==> src/rtl/alu_exec_pkg.sv <==
// alu_exec_pkg: shared definitions for the ALU execute-stage controller.
//   - Datapath, register-count and select widths
//   - Register index width derived from the register count
//   - FSM state encoding (IDLE / OPER / CAPT)
//   - Reset value constants for datapath and select registers
package alu_exec_pkg;

    localparam int DATA_W = 8;
    localparam int NREG   = 4;
    localparam int SEL_W  = 4;
    localparam int IDX_W  = $clog2(NREG);

    localparam logic [DATA_W-1:0] RST_DATA = '0;
    localparam logic [SEL_W-1:0]  RST_SEL  = '0;
    localparam logic [IDX_W-1:0]  RST_IDX  = '0;

    typedef enum logic [1:0] {
        ST_IDLE = 2'd0,
        ST_OPER = 2'd1,
        ST_CAPT = 2'd2
    } exec_state_t;

endpackage

==> src/rtl/exec_regfile.sv <==
// exec_regfile: NREG x DATA_W general register file.
//   clk, rst        : clock, synchronous active-high reset (all entries -> 0)
//   ra_addr/ra_data : asynchronous read port A
//   rb_addr/rb_data : asynchronous read port B
//   we/waddr/wdata  : synchronous write port
//   dbg_addr/dbg_data : extra asynchronous read port, only when
//                       ALU_EXEC_DBG_EN is defined
module exec_regfile
    import alu_exec_pkg::*;
#(
    parameter int DATA_W_P = DATA_W,
    parameter int NREG_P   = NREG
) (
    input  logic                        clk,
    input  logic                        rst,
    input  logic [$clog2(NREG_P)-1:0]   ra_addr,
    output logic [DATA_W_P-1:0]         ra_data,
    input  logic [$clog2(NREG_P)-1:0]   rb_addr,
    output logic [DATA_W_P-1:0]         rb_data,
`ifdef ALU_EXEC_DBG_EN
    input  logic [$clog2(NREG_P)-1:0]   dbg_addr,
    output logic [DATA_W_P-1:0]         dbg_data,
`endif
    input  logic                        we,
    input  logic [$clog2(NREG_P)-1:0]   waddr,
    input  logic [DATA_W_P-1:0]         wdata
);

    logic [DATA_W_P-1:0] mem_reg [NREG_P];

    // Reset has priority so a writeback coinciding with reset is dropped.
    always_ff @(posedge clk) begin
        if (rst) begin
            for (int i = 0; i < NREG_P; i++) begin
                mem_reg[i] <= '0;
            end
        end else if (we) begin
            mem_reg[waddr] <= wdata;
        end
    end

    assign ra_data = mem_reg[ra_addr];
    assign rb_data = mem_reg[rb_addr];

`ifdef ALU_EXEC_DBG_EN
    assign dbg_data = mem_reg[dbg_addr];
`endif

endmodule

==> src/rtl/alu_exec_ctrl.sv <==
// alu_exec_ctrl: execute-stage controller around a combinational 8-bit ALU.
//   clk, rst              : clock, synchronous active-high reset
//   instr_valid/ready     : decoder handshake; ready only in IDLE
//   instr_op/rd/rs/imm_en/imm : decoded instruction fields
//   alu_a/alu_b/alu_sel   : registered ALU drive, held from accept through CAPT
//   alu_out/alu_cout      : ALU result, captured when leaving CAPT
//   wb_valid/wb_data      : one-cycle writeback pulse and value
//   flag_z/flag_c         : zero/carry flags, updated only on writeback
//   busy                  : instruction in flight
// Optional: define ALU_EXEC_DBG_EN to add dbg_addr/dbg_data, a
// combinational register file read port.
module alu_exec_ctrl
    import alu_exec_pkg::*;
#(
    parameter int DATA_W_P = DATA_W,
    parameter int NREG_P   = NREG,
    parameter int SEL_W_P  = SEL_W
) (
    input  logic                        clk,
    input  logic                        rst,
    input  logic                        instr_valid,
    output logic                        instr_ready,
    input  logic [SEL_W_P-1:0]          instr_op,
    input  logic [$clog2(NREG_P)-1:0]   instr_rd,
    input  logic [$clog2(NREG_P)-1:0]   instr_rs,
    input  logic                        instr_imm_en,
    input  logic [DATA_W_P-1:0]         instr_imm,
    output logic [DATA_W_P-1:0]         alu_a,
    output logic [DATA_W_P-1:0]         alu_b,
    output logic [SEL_W_P-1:0]          alu_sel,
    input  logic [DATA_W_P-1:0]         alu_out,
    input  logic                        alu_cout,
    output logic                        wb_valid,
    output logic [DATA_W_P-1:0]         wb_data,
    output logic                        flag_z,
    output logic                        flag_c,
`ifdef ALU_EXEC_DBG_EN
    input  logic [$clog2(NREG_P)-1:0]   dbg_addr,
    output logic [DATA_W_P-1:0]         dbg_data,
`endif
    output logic                        busy
);

    localparam int IW = $clog2(NREG_P);

    exec_state_t          state_reg;
    logic                 ready_reg;
    logic                 busy_reg;
    logic [DATA_W_P-1:0]  alu_a_reg;
    logic [DATA_W_P-1:0]  alu_b_reg;
    logic [SEL_W_P-1:0]   alu_sel_reg;
    logic [IW-1:0]        rd_reg;
    logic                 wb_valid_reg;
    logic [DATA_W_P-1:0]  wb_data_reg;
    logic                 flag_z_reg;
    logic                 flag_c_reg;

    logic [DATA_W_P-1:0]  rd_data;
    logic [DATA_W_P-1:0]  rs_data;
    logic                 rf_we;

    // The register file write happens on the same edge that leaves CAPT,
    // so it lands together with wb_data and the flags.
    assign rf_we = (state_reg == ST_CAPT);

    exec_regfile #(
        .DATA_W_P (DATA_W_P),
        .NREG_P   (NREG_P)
    ) u_regfile (
        .clk      (clk),
        .rst      (rst),
        .ra_addr  (instr_rd),
        .ra_data  (rd_data),
        .rb_addr  (instr_rs),
        .rb_data  (rs_data),
`ifdef ALU_EXEC_DBG_EN
        .dbg_addr (dbg_addr),
        .dbg_data (dbg_data),
`endif
        .we       (rf_we),
        .waddr    (rd_reg),
        .wdata    (alu_out)
    );

    always_ff @(posedge clk) begin
        if (rst) begin
            state_reg    <= ST_IDLE;
            ready_reg    <= 1'b1;
            busy_reg     <= 1'b0;
            alu_a_reg    <= DATA_W_P'(RST_DATA);
            alu_b_reg    <= DATA_W_P'(RST_DATA);
            alu_sel_reg  <= SEL_W_P'(RST_SEL);
            rd_reg       <= IW'(RST_IDX);
            wb_valid_reg <= 1'b0;
            wb_data_reg  <= DATA_W_P'(RST_DATA);
            flag_z_reg   <= 1'b0;
            flag_c_reg   <= 1'b0;
        end else begin
            wb_valid_reg <= 1'b0;
            case (state_reg)
                ST_IDLE: begin
                    if (instr_valid && ready_reg) begin
                        // Both operands are read before any write of this
                        // instruction, so rd==rs sees the old value twice.
                        alu_a_reg   <= rd_data;
                        alu_b_reg   <= instr_imm_en ? instr_imm : rs_data;
                        alu_sel_reg <= instr_op;
                        rd_reg      <= instr_rd;
                        state_reg   <= ST_OPER;
                        ready_reg   <= 1'b0;
                        busy_reg    <= 1'b1;
                    end
                end
                ST_OPER: begin
                    // ALU settles on the held operands during this cycle.
                    state_reg <= ST_CAPT;
                end
                ST_CAPT: begin
                    wb_data_reg  <= alu_out;
                    flag_z_reg   <= (alu_out == '0);
                    flag_c_reg   <= alu_cout;
                    wb_valid_reg <= 1'b1;
                    state_reg    <= ST_IDLE;
                    ready_reg    <= 1'b1;
                    busy_reg     <= 1'b0;
                end
                default: begin
                    state_reg <= ST_IDLE;
                    ready_reg <= 1'b1;
                    busy_reg  <= 1'b0;
                end
            endcase
        end
    end

    assign instr_ready = ready_reg;
    assign busy        = busy_reg;
    assign alu_a       = alu_a_reg;
    assign alu_b       = alu_b_reg;
    assign alu_sel     = alu_sel_reg;
    assign wb_valid    = wb_valid_reg;
    assign wb_data     = wb_data_reg;
    assign flag_z      = flag_z_reg;
    assign flag_c      = flag_c_reg;

endmodule

==> config.mk <==
export PLATFORM = sky130hd
export DESIGN_NAME = alu_exec_ctrl
export DESIGN_NICKNAME = d
export VERILOG_FILES = /design/src/rtl/alu_exec_pkg.sv /design/src/rtl/exec_regfile.sv /design/src/rtl/alu_exec_ctrl.sv
export SDC_FILE = /design/constraint.sdc
export NUM_CORES = 1
export LEC_CHECK = 0
export ABC_AREA = 1
export ABC_CLOCK_PERIOD_IN_PS = 1970
export BUFFER_PORTS_ARGS = -buffer_cell sky130_fd_sc_hd__buf_2
export CORE_MARGIN = 3
export CORE_UTILIZATION = 45
export DETAILED_ROUTE_END_ITERATION = 16
export GPL_TIMING_DRIVEN = 0
export PLACE_DENSITY = 0.67
export REMOVE_ABC_BUFFERS = 1
export SLEW_MARGIN = 20
export SYNTH_ARGS = -nofsm -noshare
export SYNTH_HDL_FRONTEND = slang
export SYNTH_SLANG_ARGS = --single-unit
==> constraint.sdc <==
create_clock -name clk -period 1.97 [get_ports clk]
set_clock_uncertainty 0.05 [all_clocks]
set_input_delay 0.394 -clock clk [delete_from_list [all_inputs] [get_ports clk]]
set_output_delay 0.394 -clock clk [all_outputs]
set_load 0.02 [all_outputs]
==> flow_metrics.tcl, run 1 <==
set metrics [dict create \
    drcViolationCount 0 \
    first_global_vias 2366 \
    num_antenna_cells 0 \
    stdcell_area_um2 3690 \
    grt_start_max_net_pins 34 \
    num_rows 30 \
    yosysSeqAreaShare 0.531 \
    post_cts_buffers 0 \
    cap_violations 0 \
    placedCellCount 541 \
    post-route-min-period_ns 1.74 \
    ant_nets 0 \
    rsz0062_at_grt "false" \
    viasPerCell 4.78 \
    start_util 0.467 \
    worstPathRequired_ns 2.16 \
    dr.pass1.iters 5 \
    arrival_ns 1.93 \
    detailed_place_hpwl_um 4880 \
    worstMarginPinSlew_ns 0.861 \
    grt_use_total 0.175 \
    min-delay-path-class "in -> reg" \
    synthesis.area_um2 3210 \
    slew_headroom 0.426 \
    outcome "completed" \
    hold_path_depth 2 \
    syn_to_final_growth_pct 15.0 \
    dr.first_iter.drc_count 261 \
    cts.sinks 69 \
    die_area_um2 8170 \
    fmax_mhz 576 \
    synth.distinct_cells 28 \
    finalMaxSlewViolations 0 \
    wl_per_cell_um 12.1 \
    crit_fanout 20 \
    synth-seq-cells 69 \
    vdd_drop_max_v 0.000572 \
    stdcell_count 557 \
    cts_tree "built" \
    largest_register_ffs 32 \
    place_ws_ns 0.00907 \
    gr-total-overflow 0 \
    fin_nets 485 \
    numCtsBuffers 9 \
    pwr_density_cell_nw_per_um2 852 \
    async_reset_ff_frac 0 \
    die_x_um 90.4 \
    cts_resized 0 \
    drive_above_1_share 0.210 \
    setup_ws_ns 0.233 \
    fin_util 0.537 \
    clk_path_buf_depth 2 \
    port_buffers 61 \
    clkSlewWorstSetupHoldPaths_ns 0.09 \
    synth_edf_count 32 \
    cp-start-kind "register" \
    finalCritPeriodShare 0.881 \
    antenna_found_initial 0 \
    p_total_mw 3.14 \
    globalplace.congestion 0.836 \
    htreeDepth 3 \
    syn_area_per_cell_um2 7.99 \
    synthCells 401 \
    crit_type "reg -> reg" \
    totalWireLength_um 6760 \
    cts-root-buf "clkbuf_8" \
    end_kind "register" \
    fp.coreArea_um2 6870 \
    holdWs_ns 0.218 \
    ys.flop_type "dfxtp_1" \
    ys_warn_count 0 \
    ff2ff_path_depth 6 \
    dr_total_vias 2665 \
    fp.dieH_um 90.4 \
    finalSetupViolCount 0 \
    p_leak_nw 1.88 \
    grt_pass1_wl_um 11400 \
    fin_setup_tns_ns 0 \
    placed_cell_area_um2 3500 \
    final_hold_viol_count 0 \
    postCtsHoldBufs 0 \
    clock_latency_ns 0.35 \
    io_pins 62 \
]
[cells in the final DEF (no fill, tap or decap), drive strengths merged, types with 2 or more instances in the layout]
cell type	count
a21oi	17
buf	61
clkbuf	9
clkinv	4
dfxtp	37
edfxtp	32
inv	61
nand2	118
nand3	38
nand4	2
nor2	57
nor3	2
o211ai	8
o21ai	9
or2	4
[Yosys cell counts (3+ instances only)]
master	count	area (um^2)
nand2_1	114	428
inv_1	56	210
nor2_1	54	203
dfxtp_1	37	741
nand3_1	36	180
edfxtp_1	32	961
a21oi_1	14	70.1
o211ai_1	8	60.1
buf_2	7	35.0
o21ai_0	7	35.0
buf_6	5	56.3
nand2_2	4	25.0
a21oi_2	3	26.3
or2_2	3	18.8
[worst paths after layout]
| path | start | endpoint | slack (ns) |
|---|---|---|---|
| max | state_reg[0] | alu_a[0] | 0.23 |
| max reg2reg | state_reg[0] | alu_a[0] | 0.23 |
| min | alu_cout | flag_c | 0.22 |
| min reg2reg | wb_data[3] | wb_data[3] | 0.40 |
[cell type report]
cell class,instances,area [um^2]
Inverter,58,218
Multi-Input combinational cell,257,1160
Tap cell,96,120
Sequential cell,69,1700
Clock inverter,7,57.6
Timing Repair Buffer,61,305
Clock buffer,9,124
Fill cell,647,3180
[worst max-delay path, stage by stage, from the launching register on]
cell	delay, ns
dfxtp_1	0.34
inv_1	0.16
nand2_1	0.09
nor2_2	0.65
nand3_1	0.20
nand2_1	0.10
inv_1	0.04
[report_power, final]
group	internal, mW	switching [mW]	total (mW)
sequential	1.59	0.0534	1.64
combinational	0.152	0.313	0.465
clock	0.474	0.559	1.03
[routing by layer]
| metal | track usage | share of wire |
|---|---|---|
| met2 | 0.266 | 0.41 |
| met4 | 0.0663 | 0.015 |
| met1 | 0.235 | 0.48 |
| met5 | 0 | 0 |
| met3 | 0.0500 | 0.087 |
[logic make-up (layout without fill, tap and decap cells)]
kind of cell	Yosys count	in the layout	synth area share
flops	69	69	0.531
buf+inv	75	135	0.108
compound gates	36	36	0.0687
simple gates	221	221	0.293
No activity file was read; power rests on OpenSTA's default activity.
==> run 2, diff against run 1 <==
CORE_MARGIN = not set   (was 3)
HOLD_SLACK_MARGIN = 0.12   (was not set)
==> run 2 against run 1 <==
  * Highest routed layer unchanged
  * Critical path type unchanged
  * Wire length increased by 1.3%
  * Flip-flop and latch count unchanged
  * Cell count unchanged
  * Sequential power about the same
==> flow_metrics.tcl, run 2 (synthesis results as in run 1) <==
set metrics [dict create \
    grt_pass1_wl_um 11500 \
    post-route-min-period_ns 1.77 \
    final_common_cell "nand2_1" \
    crit_fanout 20 \
    cp-start-kind "register" \
    finalSetupViolCount 0 \
    totalWireLength_um 6840 \
    p_leak_nw 1.90 \
    fmax_mhz 565 \
    cap_violations 0 \
    arrival_ns 1.96 \
    clkSlewWorstSetupHoldPaths_ns 0.08 \
    htreeDepth 3 \
    dr.first_iter.drc_count 258 \
    rsz0062_at_grt "false" \
    placedCellCount 541 \
    outcome "completed" \
    finalMaxSlewViolations 0 \
    cts_tree "built" \
    finalCritPeriodShare 0.898 \
    postCtsHoldBufs 0 \
    cts-root-buf "clkbuf_8" \
    crit_type "reg -> reg" \
    syn_to_final_growth_pct 16.8 \
    stdcell_count 557 \
    dr.pass1.iters 5 \
    fillers 665 \
    largest_register_ffs 32 \
    globalplace.congestion 0.852 \
    vdd_drop_max_v 0.000405 \
    fp.dieH_um 86.4 \
    gr-total-overflow 0 \
    fp.coreArea_um2 6830 \
    detailed_place_hpwl_um 4840 \
    antenna_found_initial 0 \
    port_buffers 61 \
    dr_total_vias 2629 \
    die_area_um2 7460 \
    numCtsBuffers 9 \
    clk_path_buf_depth 2 \
    clock_latency_ns 0.33 \
    worstPathRequired_ns 2.16 \
    drcViolationCount 0 \
    pwr_density_cell_nw_per_um2 928 \
    ant_nets 0 \
    fin_util 0.548 \
    first_global_vias 2361 \
    post_cts_buffers 0 \
    cts.sinks 69 \
    slew_headroom 0.381 \
    die_x_um 86.4 \
    final_hold_viol_count 0 \
    fin_nets 485 \
    num_rows 30 \
    final_cell_mix "113 x nand2_1, 61 x buf_2, 56 x inv_1" \
    viasPerCell 4.72 \
    worstMarginPinSlew_ns 0.928 \
    p_total_mw 3.47 \
    min-delay-path-class "in -> reg" \
    cts_resized 0 \
    grt_use_total 0.201 \
    grt_start_max_net_pins 34 \
    io_pins 62 \
    start_util 0.469 \
    end_kind "register" \
    drive_above_1_share 0.208 \
    wl_per_cell_um 12.3 \
    num_antenna_cells 0 \
]
-- run 2: cell types whose count changed in the layout (fill, tap and decap cells not counted) --
cell        previous run  this run
inv_6                  1         0
bufinv_16              0         3
clkbuf_1               0         1
inv_4                  1         0
clkinvlp_4             0         1
inv_8                  1         0
clkinv_4               3         1
-- run 2: path summary, 6_finish.rpt --
kind	from	endpoint	slack, ns	cells past startpoint
worst max-delay path	state_reg[0]	alu_a[7]	0.20	6
worst min register to register	wb_data[6]	wb_data[6]	0.40	2
worst min-delay path	alu_cout	flag_c	0.24	2
worst max register to register	state_reg[0]	alu_a[7]	0.20	6
-- run 2: metal layers --
layer / routed length, um / share of wire / GRT usage
met3: 494 / 0.072 / 0.0400
met2: 2880 / 0.42 / 0.307
met1: 3400 / 0.50 / 0.284
met4: 68 / 0.0099 / 0.0727
met5: 0 / 0 / 0
-- run 2: per-stage QoR --
| step | hold slack, ns | setup WS, ns | instance area, um^2 | setup TNS (ns) |
|---|---|---|---|---|
| floorplan | 0.421 | 0.460 | 3080 | 0 |
| global placement | 0.375 | -0.00411 | 3500 | -0.0304 |
| detailed placement | 0.383 | -0.0171 | 3500 | -0.228 |
| CTS | 0.220 | 0.126 | 3740 | 0 |
| global route | 0.234 | 0.0287 | 3740 | 0 |
| finish | 0.235 | 0.201 | 3740 | 0 |
-- run 2: layout make-up --
type,instances,area [um^2],area share
sequential,69,1700,0.454
multi-input combinational,257,1160,0.310
timing repair buffer,61,305,0.0815
inverter,58,218,0.0581
clock buffer,10,128,0.0341
tap,96,120,0.0321
clock inverter,6,111,0.0297
-- run 2: where the power goes --
group / total [mW] / internal [mW] / leakage [nW] / switching (mW)
combinational: 0.466 / 0.152 / 1.15 / 0.314
clock: 1.36 / 0.841 / 0.116 / 0.523
sequential: 1.64 / 1.59 / 0.635 / 0.0535
total: 3.47 / 2.58 / 1.90 / 0.891
-- run 2: critical path, cell delays in order (launching register included) --
cell and delay, ns:
dfxtp_1 0.33, inv_1 0.14, nand2_1 0.09, nor2_2 0.71, nand3_1 0.21, nand2_1 0.10, inv_1 0.04
